`src/rtl/dot_engine.sv`:
```
// dot_engine: walks two strided DRAM vectors, multiply-accumulates them and writes the
// accumulator back as little-endian bytes. Define DOT_ENGINE_SAT_EN for a saturating accumulator.
module dot_engine #(
    parameter int DATA_W = 8,
    parameter int ADDR_W = 16,
    parameter int LEN_W  = 8,
    parameter int ACC_W  = 24
) (
    input  logic              i_clk,
    input  logic              i_rst,
    input  logic              i_start,
    input  logic [ADDR_W-1:0] i_a_base,
    input  logic [ADDR_W-1:0] i_b_base,
    input  logic [ADDR_W-1:0] i_a_stride,
    input  logic [ADDR_W-1:0] i_b_stride,
    input  logic [LEN_W-1:0]  i_len,
    input  logic [ADDR_W-1:0] i_c_addr,
    input  logic [DATA_W-1:0] i_dram_in,
    output logic [ADDR_W-1:0] o_dram_addr,
    output logic              o_dram_read,
    output logic              o_dram_write,
    output logic [DATA_W-1:0] o_dram_out,
    output logic              o_busy,
    output logic              o_done,
    output logic [ACC_W-1:0]  o_result,
    output logic [2:0]        o_dbg_state
);
    // Handshake: i_start is looked at only in IDLE; o_busy is high in every other state,
    // o_done pulses for the single DONE cycle and the next start may arrive the cycle after.
    typedef enum logic [2:0] {
        IDLE = 3'd0, RD_A = 3'd1, RD_B = 3'd2, MAC = 3'd3, WR = 3'd4, DONE = 3'd5
    } state_t;

    localparam int WB    = (ACC_W + DATA_W - 1) / DATA_W;
    localparam int IDX_W = (WB > 1) ? $clog2(WB) : 1;
    localparam int PAD_W = WB * DATA_W;
    localparam logic [IDX_W-1:0] LAST_IDX = IDX_W'(WB - 1);

    state_t              state_q, state_d;
    logic [ADDR_W-1:0]   a_ptr, b_ptr, a_stride, b_stride, c_addr;
    logic [LEN_W-1:0]    cnt, cnt_dec;
    logic [ACC_W-1:0]    acc, acc_next;
    logic [DATA_W-1:0]   a_reg, wr_byte;
    logic [IDX_W-1:0]    wb_idx;
    logic [2*DATA_W-1:0] prod;
    logic [PAD_W-1:0]    acc_pad;

    assign prod    = {{DATA_W{1'b0}}, a_reg} * {{DATA_W{1'b0}}, i_dram_in};
    assign cnt_dec = cnt - LEN_W'(1);
    assign acc_pad = PAD_W'(acc);
    assign wr_byte = acc_pad[wb_idx*DATA_W +: DATA_W];

`ifdef DOT_ENGINE_SAT_EN
    // One extra bit catches the carry; a saturated value stays pinned since products are unsigned.
    logic [ACC_W:0] sum;
    assign sum      = {1'b0, acc} + (ACC_W+1)'(prod);
    assign acc_next = sum[ACC_W] ? {ACC_W{1'b1}} : sum[ACC_W-1:0];
`else
    assign acc_next = acc + ACC_W'(prod);
`endif

    assign o_busy      = (state_q != IDLE);
    assign o_done      = (state_q == DONE);
    assign o_dbg_state = state_q;

    always_ff @(posedge i_clk) begin
        if (i_rst) state_q <= IDLE;
        else       state_q <= state_d;
    end

    always_comb begin
        state_d      = state_q;
        o_dram_addr  = '0;
        o_dram_read  = 1'b0;
        o_dram_write = 1'b0;
        o_dram_out   = '0;
        case (state_q)
            IDLE: if (i_start) state_d = (i_len == '0) ? WR : RD_A;
            RD_A: begin
                o_dram_addr = a_ptr;
                o_dram_read = 1'b1;
                state_d     = RD_B;
            end
            RD_B: begin
                o_dram_addr = b_ptr;
                o_dram_read = 1'b1;
                state_d     = MAC;
            end
            MAC:  state_d = (cnt_dec != '0) ? RD_A : WR;
            WR: begin
                o_dram_addr  = c_addr + ADDR_W'(wb_idx);
                o_dram_write = 1'b1;
                o_dram_out   = wr_byte;
                if (wb_idx == LAST_IDX) state_d = DONE;
            end
            DONE:    state_d = IDLE;
            default: state_d = IDLE;
        endcase
    end

    always_ff @(posedge i_clk) begin
        if (i_rst) begin
            a_ptr    <= '0;
            b_ptr    <= '0;
            a_stride <= '0;
            b_stride <= '0;
            c_addr   <= '0;
            cnt      <= '0;
            acc      <= '0;
            a_reg    <= '0;
            wb_idx   <= '0;
            o_result <= '0;
        end else begin
            case (state_q)
                IDLE: if (i_start) begin
                    a_ptr    <= i_a_base;
                    b_ptr    <= i_b_base;
                    a_stride <= i_a_stride;
                    b_stride <= i_b_stride;
                    c_addr   <= i_c_addr;
                    cnt      <= i_len;
                    acc      <= '0;
                    wb_idx   <= '0;
                end
                // Read data lags the strobe by a cycle: RD_B sees A's element, MAC sees B's.
                RD_B: a_reg <= i_dram_in;
                MAC: begin
                    acc   <= acc_next;
                    a_ptr <= a_ptr + a_stride;
                    b_ptr <= b_ptr + b_stride;
                    cnt   <= cnt_dec;
                end
                WR: begin
                    wb_idx <= wb_idx + IDX_W'(1);
                    if (wb_idx == LAST_IDX) o_result <= acc;
                end
                default: ;
            endcase
        end
    end
endmodule

```
`config.mk`:
```
export PLATFORM = sky130hd
export DESIGN_NAME = dot_engine
export DESIGN_NICKNAME = d
export VERILOG_FILES = /design/src/rtl/dot_engine.sv
export SDC_FILE = /design/constraint.sdc
export NUM_CORES = 1
export LEC_CHECK = 0
export CAP_MARGIN = 0
export CORE_ASPECT_RATIO = 1.4
export CORE_UTILIZATION = 40
export DETAILED_ROUTE_END_ITERATION = 10
export PLACE_DENSITY_LB_ADDON = 0.08
export SLEW_MARGIN = 40
export SYNTH_ARGS = -nofsm -noshare
export SYNTH_HDL_FRONTEND = slang
export SYNTH_SLANG_ARGS = --single-unit
```
`constraint.sdc`:
```
create_clock -name i_clk -period 5.65 [get_ports i_clk]
set_input_delay 1.695 -clock i_clk [delete_from_list [all_inputs] [get_ports i_clk]]
set_output_delay 1.695 -clock i_clk [all_outputs]
set_load 0.02 [all_outputs]
```
==> results_dict.tcl, run 1 <==
set metrics [dict create \
    p_leak_nw 5.464 \
    firstDrtPassIters 8 \
    fin_crit_ns 5.479 \
    synth-seq-cells 149 \
    clock_skew_ns 0.01045 \
    final_core_util 0.5141 \
    worst_pin_slew_ns 0.8206 \
    io_buffers 153 \
    worstSkewPairLatency_ns 0.44 \
    grt_pass1_wl_mm 54.54 \
    grt_pass1_vias 10020 \
    routed_via_density 5.428 \
    drtIter0Drc 548 \
    yosys.area.top_type "dfxtp_1" \
    ant_nets 0 \
    cts-root-buf "clkbuf_16" \
    synth_edf_count 0 \
    top_regs "acc x24, o_result x24" \
    fmax_ghz 0.1825 \
    ctsHoldBuffers 0 \
    vias 10040 \
    power-per-cell-area_mw_per_mm2 231.4 \
    hold_viol_final 0 \
    cts_tree "done" \
    seq_area_frac_synth 0.2823 \
    ir_worst_vdd_v 0.0002203 \
    htree_levels 4 \
    antenna_found_initial 0 \
    power_mw 3.094 \
    yosysWarnings 0 \
    layout.nets 1742 \
    violations "DRC" \
    wl_mm 34.81 \
    clock-sinks 149 \
    avgSynthCellArea_um2 7.787 \
    crit_type "in2reg" \
    die_y_um 194.3 \
    synth_commonest_cells "264 x nand2_1, 159 x a21oi_1, 149 x dfxtp_1" \
    synth_nets 1585 \
    gp_congestion 0.8960 \
    synthCells 1357 \
    syn-cell-area_mm2 0.01057 \
    io_pins 154 \
    fillCellCount 2558 \
    area_delta_synth_final_pct 26.56 \
    dieArea_mm2 0.02708 \
    crit_arrival_ns 5.86 \
    cp.required_ns 6.03 \
    hold_class "reg2reg" \
    synth_cell_types 60 \
    drive_above_1_share 0.08984 \
    routedWlPerCell_um 18.83 \
    critPathLaunchType "primary input" \
    std_cell_rows 70 \
    maxSlewHeadroom 0.4529 \
    synth_most_common_cell "nand2_1" \
    ys_async_sr_fraction 0 \
    outcome "finished, violations left" \
    clk_pin_slew_ns 0.07 \
    drcViolationCount 2 \
    track_usage 0.2629 \
    dp_hpwl_mm 26.74 \
    layout_worst_path_cycle_share 0.9697 \
    finalSetupTns_ns 0 \
    synth-main-ff-cell "dfxtp_1" \
    numCtsBuffers 17 \
    cts_buffer_depth 2 \
    initial_core_util 0.4062 \
    synth_top_area_frac 0.2823 \
    overflow 0 \
    end_kind "flip-flop" \
    grt_max_degree 82 \
    finalSetupViolations 0 \
    diodes 0 \
    maxCapViolations 0 \
    chipWidth_um 139.4 \
    design.core.area_mm2 0.02601 \
    path_max_fanout 3 \
    report.final.slew_viol_count 0 \
    synth_area_leaders "dfxtp_1 28%, fa_1 10%, nand2_1 9.4%" \
]
report_power, final:
part           total [mW]  internal, mW  switching, mW
Sequential           1.19          1.11         0.0747
Combinational       0.707         0.309          0.398
Clock                1.20         0.698          0.504
Total                3.09          2.12          0.977
what timing repair did:
item	CTS	global route
resized for setup	18	26
endpoints found under the setup margin	13	11
pin swaps	4	19
buffers inserted	0	2
worst max-delay path, cell delays in order:
cell	delay, ns
dlygate4sd2_1	0.26
and2_1	0.16
fa_1	0.49
fa_1	0.51
fa_1	0.49
inv_1	0.05
fa_1	0.55
inv_2	0.05
ha_4	0.23
and3_2	0.22
a221o_2	0.37
a211o_1	0.29
nand4_1	0.12
mux2_4	0.30
nor2_1	0.07
metrics by stage:
stage | area, µm² | setup slack (ns) | hold slack, ns | cells
floorplan | 10620 | 0.007162 | 0.4400 | 1357
global placement | 12680 | -0.7245 | 0.4461 | 1817
detailed placement | 12680 | -0.7158 | 0.4472 | 1817
CTS | 13300 | 0.001185 | 0.4566 | 1847
global route | 13370 | -0.001732 | 0.4755 | 1849
finish | 13370 | 0.1710 | 0.4543 | 1849
path summary, 6_finish.rpt:
check,startpoint,to,slack [ns],depth (start not counted)
worst max-delay path,i_dram_in[7],acc[19],0.17,15
worst max register to register,a_reg[5],acc[19],1.00,15
worst min register to register,o_result[6],o_result[6],0.45,2
worst min-delay path,o_result[6],o_result[6],0.45,2
cell usage in the layout (no fill, tap or decap), types with 8 or more instances in the layout:
cell type,synthesis,final
fa_1,53,51
ha_1,76,69
o21ai_0,36,35
xnor2_1,24,24
and2_1,41,39
clkbuf_16,0,17
nor3_1,10,10
a21oi_1,159,157
dfxtp_1,149,149
clkdlybuf4s50_1,0,144
nand3_1,25,25
nor2_1,70,68
xor2_1,27,27
o22ai_1,34,34
inv_1,113,111
and3_1,12,11
nand2_1,264,262
mux2i_1,8,8
a221oi_1,10,10
nand4_1,8,8
or3_1,9,8
a31oi_1,16,15
o21a_1,12,12
a21o_1,10,10
a22oi_1,34,34
buf_4,0,61
kinds of logic (layout without fill, tap and decap cells):
family,after synthesis,after routing,share of synthesized area
adder cells (fa/ha/maj),129,129,0.1904
flip-flops,149,149,0.2823
buffers and inverters,190,358,0.06998
AND/OR/NAND/NOR,470,470,0.1972
XOR/XNOR,51,51,0.04227
multiplexers,12,12,0.01184
AO/OA/AOI/OAI,356,356,0.2060
cell type report:
cell class / instances / area, µm² / area share
inverter: 114 / 427.9 / 0.03200
sequential: 149 / 2983 / 0.2231
timing repair buffer: 214 / 1961 / 0.1466
tap: 324 / 405.4 / 0.03031
multi-input combinational: 1018 / 6997 / 0.5232
clock buffer: 17 / 425.4 / 0.03181
clock inverter: 13 / 173.9 / 0.01301
routing by layer:
layer / global-route usage / wire, µm
met5: 0 / 0
met2: 0.5001 / 18850
met3: 0.03030 / 1110
met4: 0.1358 / 1482
met1: 0.2821 / 13370
No activity file was read; power rests on OpenSTA's default activity.
==> inputs of run 2 (changes only) <==
--- a/config.mk
+++ b/config.mk
@@ -10,6 +10,7 @@
 export CORE_UTILIZATION = 40
 export DETAILED_ROUTE_END_ITERATION = 10
 export PLACE_DENSITY_LB_ADDON = 0.08
+export SETUP_SLACK_MARGIN = 0.3
 export SLEW_MARGIN = 40
 export SYNTH_ARGS = -nofsm -noshare
 export SYNTH_HDL_FRONTEND = slang
==> results_dict.tcl, run 2 (synthesis gave the netlist of run 1 again) <==
set metrics [dict create \
    outcome "finished clean" \
    die_y_um 194.3 \
    io_buffers 153 \
    maxCapViolations 0 \
    ant_nets 0 \
    power-per-cell-area_mw_per_mm2 233.8 \
    grt_pass1_vias 10240 \
    htree_levels 4 \
    design.core.area_mm2 0.02601 \
    cp.required_ns 6.03 \
    fin_crit_ns 5.341 \
    diodes 0 \
    vias 10030 \
    end_kind "flip-flop" \
    routedWlPerCell_um 18.60 \
    grt_pass1_wl_mm 53.88 \
    maxSlewHeadroom 0.4379 \
    reg2reg_to "acc[19]" \
    fillCellCount 2576 \
    clock-sinks 149 \
    cts_tree "done" \
    crit_arrival_ns 5.72 \
    overflow 0 \
    numCtsBuffers 17 \
    firstDrtPassIters 5 \
    critical_path_buf_inv_count 4 \
    report.final.slew_viol_count 0 \
    io_pins 154 \
    ir_worst_vdd_v 0.0002163 \
    area_delta_synth_final_pct 28.18 \
    std_cell_rows 70 \
    critPathLaunchType "primary input" \
    antenna_found_initial 0 \
    worstSkewPairLatency_ns 0.44 \
    crit_type "in2reg" \
    ctsHoldBuffers 0 \
    worst_pin_slew_ns 0.8431 \
    reg2reg_from "a_reg[3]" \
    cpMostUsedCell "fa_1" \
    grt_max_degree 88 \
    finalSetupTns_ns 0 \
    hold_class "reg2reg" \
    drcViolationCount 0 \
    clock_skew_ns 0.01072 \
    clk_pin_slew_ns 0.07 \
    mostFrequentLayoutCells "249 x nand2_1, 153 x a21oi_1, 149 x dfxtp_1" \
    slowest_delay_ns 0.56 \
    p_leak_nw 5.498 \
    gp_congestion 0.9082 \
    path_max_fanout 5 \
    worstPathCellList "buf_8 -> nand2_4 -> fa_1 -> fa_1 -> inv_2 -> fa_1 -> inv_1 -> fa_1 -> inv_2 -> ha_4 -> a21o_4 -> a221o_2 -> a211o_1 -> nand4_1 -> mux2_4 -> nor2_2" \
    drtIter0Drc 583 \
    track_usage 0.2599 \
    final_common_cell "nand2_1" \
    wl_mm 34.29 \
    hold_viol_final 0 \
    cp_top_family "adder cells" \
    cpMaxStageDelayCell "fa_1" \
    setup.worst_path.start "i_dram_in[2]" \
    reg2regPathDepth 15 \
    initial_core_util 0.4062 \
    dieArea_mm2 0.02708 \
    power_mw 3.167 \
    cp.depth 16 \
    routed_via_density 5.440 \
    cts_buffer_depth 2 \
    rsz0062_at_grt "yes" \
    finalSetupViolations 0 \
    chipWidth_um 139.4 \
    layout.nets 1735 \
    layout_worst_path_cycle_share 0.9454 \
    drive_above_1_share 0.1138 \
    reg2reg_slack_ns 1.01 \
    dp_hpwl_mm 25.83 \
    cp-endpoint "acc[19]" \
    cts-root-buf "clkbuf_16" \
    top_regs "acc x24, o_result x24" \
    fmax_ghz 0.1872 \
]
[run 2: cell types whose count changed in the layout (fill, tap and decap cells not counted), moves of 4 or more]
cell / previous run / this run
a21oi_1: 157 / 153
fa_1: 51 / 47
nand2_2: 2 / 11
a21oi_2: 2 / 7
nand2_4: 0 / 4
buf_6: 1 / 8
fa_2: 2 / 6
inv_1: 111 / 103
buf_4: 61 / 53
clkbuf_2: 5 / 0
inv_2: 2 / 10
nand2_1: 262 / 249
[run 2: worst min path at each step]
| stage | cells after the start | endpoint | from | slack (ns) |
|---|---|---|---|---|
| after CTS | 2 | o_result[17] | o_result[17] | 0.46 |
| final | 2 | o_result[20] | o_result[20] | 0.45 |
| after global routing | 2 | o_result[17] | o_result[17] | 0.47 |
| after detailed placement | 2 | o_result[20] | o_result[20] | 0.45 |
| after global placement | 2 | o_result[14] | o_result[14] | 0.44 |
| after floorplan | 2 | a_stride[0] | a_stride[0] | 0.44 |
[run 2: timing repair]
| action | CTS | global route |
|---|---|---|
| gates resized for setup | 60 | 38 |
| pin swaps | 30 | 20 |
| endpoints found under the setup margin | 16 | 11 |
| setup buffers | 4 | 1 |
[run 2: layer usage]
metal | share of wire | GRT usage | vias to the layer above
met5 | 0 | 0 | -
met4 | 0.049 | 0.1416 | 0
met3 | 0.039 | 0.03424 | 80
met2 | 0.54 | 0.4969 | 272
met1 | 0.38 | 0.2713 | 4746
li1 | - | - | 4934
[run 2: area by class of cell]
class	instances	area [µm²]	share of cell area
clock buffer	18	439.2	0.03243
clock inverter	14	197.7	0.01460
inverter	114	427.9	0.03159
multi-input combinational	1018	7127	0.5262
sequential	149	2983	0.2202
tap	324	405.4	0.02993
timing repair buffer	207	1964	0.1450
[run 2: metrics by stage]
stage          utilization  instances  hold WS (ns)  cell area (µm²)  setup slack, ns
3_3_place_gp        0.4881       1807        0.4428            12700          -0.7336
2_1_floorplan            -       1357        0.4400            10720           0.1214
6_report            0.5207       1844        0.4538            13540           0.3086
5_1_grt             0.5207       1844        0.4669            13540           0.1787
3_5_place_dp        0.4885       1807        0.4462            12710          -0.7823
4_1_cts             0.5163       1843        0.4556            13430           0.3059
[run 2: worst min-delay path: cells and delay by family, from the launching register on]
family,cells,cell delay [ns]
DFF,1,0.31
and+or+nand+nor,1,0.05
AOI/OAI and AO/OA,1,0.05
[run 2: where the power goes]
part | internal, mW | switching (mW)
clock | 0.758 | 0.505
combinational | 0.319 | 0.399
sequential | 1.11 | 0.0755
total | 2.19 | 0.980
==> inputs of run 3 (changes only) <==
--- a/config.mk
+++ b/config.mk
@@ -5,7 +5,7 @@
 export SDC_FILE = /design/constraint.sdc
 export NUM_CORES = 1
 export LEC_CHECK = 0
-export CAP_MARGIN = 0
+export CAP_MARGIN = 15
 export CORE_ASPECT_RATIO = 1.4
 export CORE_UTILIZATION = 40
 export DETAILED_ROUTE_END_ITERATION = 10
==> results of run 3 <==
The final DEF is identical to that of run 2; final timing and power are the same.
